==> src/rtl/exp_pipe_pkg.sv <==
// Shared widths, FSM encoding and a constant-evaluable clog2 for the exp-pipe front-end.
package exp_pipe_pkg;

    localparam int unsigned OP_W  = 7;
    localparam int unsigned RES_W = 64;

    typedef enum logic [1:0] {
        ST_IDLE  = 2'd0,
        ST_RUN   = 2'd1,
        ST_DRAIN = 2'd2
    } state_e;

    function automatic int unsigned clog2(input int unsigned v);
        int unsigned r;
        r = 0;
        for (int unsigned i = 0; i < 32; i++) begin
            if ((64'd1 << i) < 64'(v)) r = i + 1;
        end
        return r;
    endfunction

endpackage

==> src/rtl/rr_arbiter.sv <==
// Round-robin grant: first valid requester at or above rr_ptr (wrapping) wins;
// the pointer moves one past the winner after every grant.
module rr_arbiter
    import exp_pipe_pkg::*;
#(
    parameter int unsigned NUM_REQ = 4,
    parameter int unsigned ID_W    = clog2(NUM_REQ)
) (
    input  logic               clk,
    input  logic               rst_n,
    input  logic               gnt_en,
    input  logic [NUM_REQ-1:0] req_valid,
    output logic [NUM_REQ-1:0] gnt,
    output logic [ID_W-1:0]    gnt_id,
    output logic               gnt_any
);

    logic [ID_W-1:0] ptr_q, ptr_d;
    logic [ID_W-1:0] k;
    logic            found;

    always_comb begin
        found  = 1'b0;
        gnt_id = '0;
        k      = '0;
        for (int unsigned i = 0; i < NUM_REQ; i++) begin
            k = ID_W'((32'(ptr_q) + i) % NUM_REQ);
            if (!found && req_valid[k]) begin
                found  = 1'b1;
                gnt_id = k;
            end
        end
        gnt_any = gnt_en & found;
        gnt     = '0;
        if (gnt_any) gnt[gnt_id] = 1'b1;
        ptr_d = ptr_q;
        if (gnt_any) ptr_d = ID_W'((32'(gnt_id) + 1) % NUM_REQ);
    end

    always_ff @(posedge clk or negedge rst_n) begin
        if (!rst_n) ptr_q <= '0;
        else        ptr_q <= ptr_d;
    end

endmodule

==> src/rtl/exp_pipe_arbiter.sv <==
// Shares one x^8 pipeline among NUM_REQ requesters: round-robin issue, requester-ID
// delay line matched to the pipeline latency, response routing and enable/drain control.
module exp_pipe_arbiter
    import exp_pipe_pkg::*;
#(
    parameter int unsigned NUM_REQ = 4,
    parameter int unsigned LATENCY = 3
) (
    input  logic                    clk,
    input  logic                    rst_n,
    input  logic                    en,
    input  logic [NUM_REQ-1:0]      req_valid,
    input  logic [NUM_REQ*OP_W-1:0] req_data,
    output logic [NUM_REQ-1:0]      req_ready,
    output logic                    pipe_i_valid,
    output logic [OP_W-1:0]         pipe_i_data,
    input  logic                    pipe_o_valid,
    input  logic [RES_W-1:0]        pipe_o_data,
    output logic [NUM_REQ-1:0]      rsp_valid,
    output logic [RES_W-1:0]        rsp_data,
    output logic                    busy,
    output logic                    err
);

    localparam int unsigned ID_W  = clog2(NUM_REQ);
    localparam int unsigned CNT_W = clog2(LATENCY + 3);

    state_e                        state_q, state_d;
    logic   [NUM_REQ-1:0]          gnt;
    logic   [ID_W-1:0]             gnt_id;
    logic                          hs;
    logic                          rsp_ld;

    logic                          pipe_i_valid_q, pipe_i_valid_d;
    logic   [OP_W-1:0]             pipe_i_data_q, pipe_i_data_d;
    logic   [LATENCY:0]            tag_vld_q, tag_vld_d;
    logic   [LATENCY:0][ID_W-1:0]  tag_id_q, tag_id_d;
    logic   [NUM_REQ-1:0]          rsp_valid_q, rsp_valid_d;
    logic   [RES_W-1:0]            rsp_data_q, rsp_data_d;
    logic   [CNT_W-1:0]            cnt_q, cnt_d;
    logic                          err_q, err_d;

    rr_arbiter #(
        .NUM_REQ (NUM_REQ),
        .ID_W    (ID_W)
    ) u_rr (
        .clk       (clk),
        .rst_n     (rst_n),
        .gnt_en    (state_q == ST_RUN),
        .req_valid (req_valid),
        .gnt       (gnt),
        .gnt_id    (gnt_id),
        .gnt_any   (hs)
    );

    always_comb begin
        state_d = state_q;
        unique case (state_q)
            ST_IDLE:  if (en)            state_d = ST_RUN;
            ST_RUN:   if (!en)           state_d = ST_DRAIN;
            ST_DRAIN: if (cnt_q == '0)   state_d = ST_IDLE;
            default:                     state_d = ST_IDLE;
        endcase
    end

    // Stage LATENCY of the tag line lines up with the pipeline's o_valid.
    assign rsp_ld = pipe_o_valid & tag_vld_q[LATENCY];

    always_comb begin
        pipe_i_valid_d = hs;
        pipe_i_data_d  = hs ? req_data[32'(gnt_id) * OP_W +: OP_W] : pipe_i_data_q;
        tag_vld_d      = {tag_vld_q[LATENCY-1:0], hs};
        tag_id_d       = {tag_id_q[LATENCY-1:0], gnt_id};
        rsp_valid_d    = rsp_ld ? (NUM_REQ'(1) << tag_id_q[LATENCY]) : '0;
        rsp_data_d     = rsp_ld ? pipe_o_data : rsp_data_q;
        cnt_d          = cnt_q;
        if (hs && !rsp_ld)      cnt_d = cnt_q + CNT_W'(1);
        else if (!hs && rsp_ld) cnt_d = cnt_q - CNT_W'(1);
        err_d          = err_q | (pipe_o_valid ^ tag_vld_q[LATENCY]);
    end

    always_ff @(posedge clk or negedge rst_n) begin
        if (!rst_n) begin
            state_q        <= ST_IDLE;
            pipe_i_valid_q <= 1'b0;
            pipe_i_data_q  <= '0;
            tag_vld_q      <= '0;
            tag_id_q       <= '0;
            rsp_valid_q    <= '0;
            rsp_data_q     <= '0;
            cnt_q          <= '0;
            err_q          <= 1'b0;
        end else begin
            state_q        <= state_d;
            pipe_i_valid_q <= pipe_i_valid_d;
            pipe_i_data_q  <= pipe_i_data_d;
            tag_vld_q      <= tag_vld_d;
            tag_id_q       <= tag_id_d;
            rsp_valid_q    <= rsp_valid_d;
            rsp_data_q     <= rsp_data_d;
            cnt_q          <= cnt_d;
            err_q          <= err_d;
        end
    end

    assign req_ready    = gnt;
    assign pipe_i_valid = pipe_i_valid_q;
    assign pipe_i_data  = pipe_i_data_q;
    assign rsp_valid    = rsp_valid_q;
    assign rsp_data     = rsp_data_q;
    assign busy         = (state_q != ST_IDLE) || (cnt_q != '0);
    assign err          = err_q;

endmodule

==> config.mk <==
export PLATFORM = sky130hd
export DESIGN_NAME = exp_pipe_arbiter
export DESIGN_NICKNAME = d
export VERILOG_FILES = /design/src/rtl/exp_pipe_pkg.sv /design/src/rtl/rr_arbiter.sv /design/src/rtl/exp_pipe_arbiter.sv
export SDC_FILE = /design/constraint.sdc
export NUM_CORES = 1
export LEC_CHECK = 0
export BUFFER_PORTS_ARGS = -buffer_cell sky130_fd_sc_hd__buf_2
export CAP_MARGIN = 0
export CORE_MARGIN = 2
export CORE_UTILIZATION = 50
export CTS_CLUSTER_SIZE = 8
export DETAILED_ROUTE_END_ITERATION = 8
export GPL_TIMING_DRIVEN = 0
export PLACE_DENSITY = 0.88
export SLEW_MARGIN = 20
export SYNTH_ARGS = -nofsm -noshare
export SYNTH_HDL_FRONTEND = slang
export SYNTH_SLANG_ARGS = --single-unit
==> constraint.sdc <==
create_clock -name clk -period 4.2 [get_ports clk]
set_input_delay 0.21 -clock clk [delete_from_list [all_inputs] [get_ports clk]]
set_output_delay 0.21 -clock clk [all_outputs]
set_load 0.005 [all_outputs]
# After elaboration in Yosys (flattened, before gate mapping)
# Index checks and enable logic that the tools add are counted.
# W data, S select, Z words.
[word_totals] regBits=96 input_bits=100 out_inout_bits=82 elab_cells=81
[classes] addsub=6 mul=1 magnitude_cmp=6 eq_ne=5 shift=2 muxes=26 n_bitwise=4 reduce_logical=18
[op_table] op="$shiftx A28 B6 Y7" n=1
[op_table] op="$lt A2 B3 Y1 const B" n=5
[op_table] op="$mux W2" n=7
[op_table] op="$mux W1" n=9
[op_table] op="$bmux W1 S2" n=4
[op_table] op="$mux W4" n=2
[op_table] op="$logic_and A1 B1 Y1" n=6
[op_table] op="$mux W3" n=2
[op_table] op="$ne A2 B2 Y1 const B" n=3
[op_table] op="$pmux W2 S3" n=1
[op_table] op="$logic_not A1 Y1" n=5
[op_table] op="$mul A2 B3 Y5 const B" n=1
[op_table] op="$add A2 B1 Y2 const B" n=2
[op_table] op="$add A2 B2 Y2 const B" n=2
[op_table] op="$reduce_bool A2 Y1" n=2
[op_table] op="$shl A1 B2 Y4 const A" n=1
[op_table] op="$add A3 B1 Y3 const B" n=1
[op_table] op="$logic_not A3 Y1" n=1
[op_table] op="$reduce_and A3 Y1" n=1
[op_table] op="$reduce_bool A3 Y1" n=1
[op_table] op="$sub A3 B1 Y3 const B" n=1
[op_table] op="$and A1 B1 Y1" n=2
[op_table] op="$demux W1 S2" n=1
[op_table] op="$eq A2 B1 Y1 const B" n=1
[op_table] op="other kinds (6)" n=6

# Longest topological paths before layout
[logic_depth] depth_word=17 ltp_mapped=11 depth_no_buf=9

# Modules after synthesis
# A second synthesis with hierarchy kept.
[unflattened] hier_cells=258 area_unflattened_um2=3862.5
[modules_own_cells] module="exp_pipe_arbiter" n_inst=1 cells_per_inst=228 area_per_inst_um2=3579.7 seq_area_each_um2=2327.2
[modules_own_cells] module="rr_arbiter" n_inst=1 cells_per_inst=30 area_per_inst_um2=282.8 seq_area_each_um2=50.0

# Worst setup path before layout
# Ideal clock, no wire load.
[synth_path] path_type="register -> register" startpoint="register tag_vld_q[3]" endpoint="register cnt_q[1]" arrival_ns=2.035 required_ns=4.075 setup_slack_ns=2.040 path_stages_with_launch=9 n_path_buf=2 period_less_slack_ns=2.160 cell_sequence="dfrtp_1 > ha_1 > clkbuf_1 > buf_2 > inv_1 > ha_1 > inv_1 > fa_1 > mux2_2"
[synth_via] elab_chain_len=4 word_cells_on_any_way=6 classes_between="mux (1); bitwise (1); reduce/logical (4)"
[synth_rtl] item="start: declaration" line="exp_pipe_arbiter.sv:36" text="logic [LATENCY:0] tag_vld_q, tag_vld_d;"
[synth_rtl] item="start signal: assignment" line="exp_pipe_arbiter.sv:97" text="tag_vld_q <= tag_vld_d;"
[synth_rtl] item="$and A1 B1 Y1" line="exp_pipe_arbiter.sv:67" text="assign rsp_ld = pipe_o_valid & tag_vld_q[LATENCY];"
[synth_rtl] item="named net rsp_ld" line="exp_pipe_arbiter.sv:32" text="logic rsp_ld;"
[synth_rtl] item="$logic_not A1 Y1" line="exp_pipe_arbiter.sv:77" text="if (hs && !rsp_ld) cnt_d = cnt_q + CNT_W'(1);"
[synth_rtl] item="$logic_and A1 B1 Y1" line="exp_pipe_arbiter.sv:77"
[synth_rtl] item="$mux W3" line="exp_pipe_arbiter.sv:77"
[synth_rtl] item="named net cnt_d[1]" line="exp_pipe_arbiter.sv:40" text="logic [CNT_W-1:0] cnt_q, cnt_d;"
[synth_rtl] item="end signal: assignment" line="exp_pipe_arbiter.sv:101" text="cnt_q <= cnt_d;"
[synth_rtl] item="end: declaration" line="exp_pipe_arbiter.sv:40"
# The timed path passes the listed nets, and every way through them passes these cells.
# A chain may end at the register's enable or synchronous reset.

# Worst setup path in the final report
# Same ends and word-level chain as after synthesis.

==> impl_metrics.toml <==
[run_status]
status = "completed"

[placement]
place_hpwl_um = 6720
io_buffers = 180
gp_congestion = 0.817

[clocking]
cts.sinks = 95
cts_tree = "built"
htreeDepth = 3
root_buffer = "clkbuf_8"
clockBufferDepth = 2
path_clk_slew_ns = 0.10
cts_buffers = 9
clock_latency_ns = 0.35
cts_setup_buffers = 0

[synth]
synth_top_area_frac = 0.603
synth_edf_count = 0
synthesis.area_mm2 = 0.00394
ys_ff_latch = 95
yosys-top-cells-area = "dfrtp_1, mux2_2, o211ai_2"
yosys.cell_count.top_type = "dfrtp_1"
synth_fp_nets = 382
syn-instance-count = 275
async_reset_ff_frac = 1.00
synthFlopType = "dfrtp_1"
yosysUniqueCellTypes = 41
synth_largest_area_cell = "dfrtp_1"
ys_warn_count = 0
yosys-top-cells-count = "dfrtp_1, mux2_2, o21ai_0"
ys_seq_area_frac = 0.603
synth.avg_cell_area_um2 = 14.3

[global_route]
grt_pass1_wl_um = 13600
grt_max_degree = 62
grt_pass1_vias = 2918
grt_usage = 0.205
antenna_found_initial = 0
grt-ovfl-total = 0

[setup_path]
critical_path.max_fanout = 10
worst-setup-path-type = "flop to flop"
crit_arrival_ns = 2.79
critical_path_buf_inv_count = 4
critical_path.startpoint = "tag_vld_q[3]"
path_cells = "ha_1, clkbuf_1, buf_2, inv_1, ha_1, inv_1, fa_1, mux2_2"
critPathMaxStageDelay_ns = 0.49
crit_slowest_cell = "clkbuf_1"
r2r_start = "tag_vld_q[3]"
critPathLaunchType = "flop"
critPathTopFamily = "buffers and inverters"
worstPathRequired_ns = 4.45
end_kind = "flop"

[sta]
min_period_over_period = 0.605
tns_ns = 0
finalSetupViolCount = 0
skew_ns = 0.0151
rsz0062_at_grt = "false"
fmax_mhz = 394
fin_crit_ns = 2.54
tightest_slew_ns = 0.626
hold_viol = 0
relSlewSlack = 0.583
maxSlewViolCount = 0

[power]
powerDensity_mw_per_mm2 = 669
peakVddDrop_v = 0.000298
p_leak_uw = 0.00261

[final_layout]
finalNetCount = 575
drive_above_1_share = 0.603
area_delta_synth_final_pct = 32.4
n_antenna_cell = 0
fin_util = 0.679

[detailed_routing]
wirelength_um = 8560
drt_iter0_markers = 56
final_antenna_net_count = 0
dr.pass1.iters = 4
wl_per_cell_um = 14.9
drcViolationCount = 0
vias_per_cell = 4.99
vias = 2867

[die]
die-area_mm2 = 0.00861
die-width_um = 92.8
coreArea_mm2 = 0.00769
initial_core_util = 0.513
rows = 32
dieHeight_um = 92.8
num_io_pins = 182

[job]
drv_cap = 0

[worst_hold_path]
worstHoldPathType = "input pin to flop"
min_from = "en"
[final cells by class]
class / instances / area [µm²]
timing repair buffer: 182 / 945
inverter: 8 / 30.0
fill: 572 / 2470
clock inverter: 6 / 76.3
tap: 102 / 128
multi-input combinational: 159 / 1460
sequential: 95 / 2380
buffer: 13 / 75.1
clock buffer: 10 / 128
[worst paths after layout]
check / endpoint / slack, ns / cells after the start
min in group asynchronous: pipe_i_data[6] / 0.31 / 2
setup / recovery: cnt_q[1] / 1.66 / 8
setup reg to reg: cnt_q[1] / 1.66 / 8
hold / removal: state_q[1] / 0.06 / 2
max in group asynchronous: tag_id_q[7] / 3.30 / 3
hold reg to reg: tag_vld_q[2] / 0.35 / 0
[sequential cells by signal (all words and copies together), names as in the netlist, 2 cells and up]
register and flops:
cnt_q 3, tag_id_q 2, tag_id_d 6, state_q 2
pipe_i_data 7, tag_vld_q 4, u_rr.ptr_q 2, rsp_data 64
rsp_valid 4
[cells by family (layout without fill, tap and decap cells)]
| family | Yosys count | after routing | share of synthesized area |
|---|---|---|---|
| multiplexers | 73 | 73 | 0.207 |
| adder cells (fa/ha/maj) | 7 | 7 | 0.0241 |
| buffers and inverters | 21 | 219 | 0.0267 |
| AO/OA/AOI/OAI | 35 | 35 | 0.0698 |
| flip-flops | 95 | 95 | 0.603 |
| XOR/XNOR | 3 | 3 | 0.00667 |
| AND/OR/NAND/NOR | 41 | 41 | 0.0625 |
[what timing repair did]
item	in CTS	in global routing
hold buffers	1	0
hold endpoints to repair	34	0
resized for setup	0	0
[power breakdown]
group / switching (µW) / internal, µW
logic: 589 / 746
registers: 208 / 1340
clock network: 323 / 286
total: 1120 / 2370
[cell usage in the layout (no fill, tap or decap), drive strengths merged, types with 2 or more instances in the layout]
| master | count |
|---|---|
| a211o | 7 |
| a21oi | 5 |
| a31oi | 2 |
| and2 | 4 |
| buf | 193 |
| clkbuf | 11 |
| clkinv | 2 |
| dfrtp | 95 |
| ha | 6 |
| inv | 11 |
| mux2 | 66 |
| mux2i | 7 |
| nand2 | 11 |
| nand2b | 3 |
| nand3 | 7 |
| nand3b | 2 |
| nor2 | 3 |
| nor2b | 3 |
| o211ai | 7 |
| o21ai | 11 |
| or2 | 2 |
| or3 | 2 |
| xor2 | 2 |
[stage by stage]
| step | worst slack, ns | std cells | total power [µW] | hold slack, ns | cell area (µm²) |
|---|---|---|---|---|---|
| floorplan | 2.04 | 275 | 2310 | -0.0856 | 3940 |
| CTS | 1.59 | 575 | 3530 | 0.0371 | 5220 |
| global route | 1.48 | 575 | 3740 | 0.0455 | 5220 |
| finish | 1.66 | 575 | 3490 | 0.0558 | 5220 |
| global placement | 1.62 | 557 | 2830 | 0.332 | 4970 |
| detailed placement | 1.63 | 558 | 2920 | 0.124 | 5000 |
[worst register-to-register path, delay by kind of cell (launching register included)]
family | cells | cell delay (ns)
multiplexers | 1 | 0.27
flip-flops | 1 | 0.34
adder cells (fa/ha/maj) | 3 | 0.83
buffers and inverters | 4 | 1.02
[layer usage]
metal  global-route usage  share of wire  wire length (µm)  vias to the layer above
li1                     -              -                 -                     1362
met1                0.244           0.41              3510                     1358
met2                0.359           0.50              4290                      139
met3               0.0578          0.078               672                        8
met4               0.0674          0.010                87                        0
met5                    0              0                 0                        -
(Power assumes the default switching activity.)
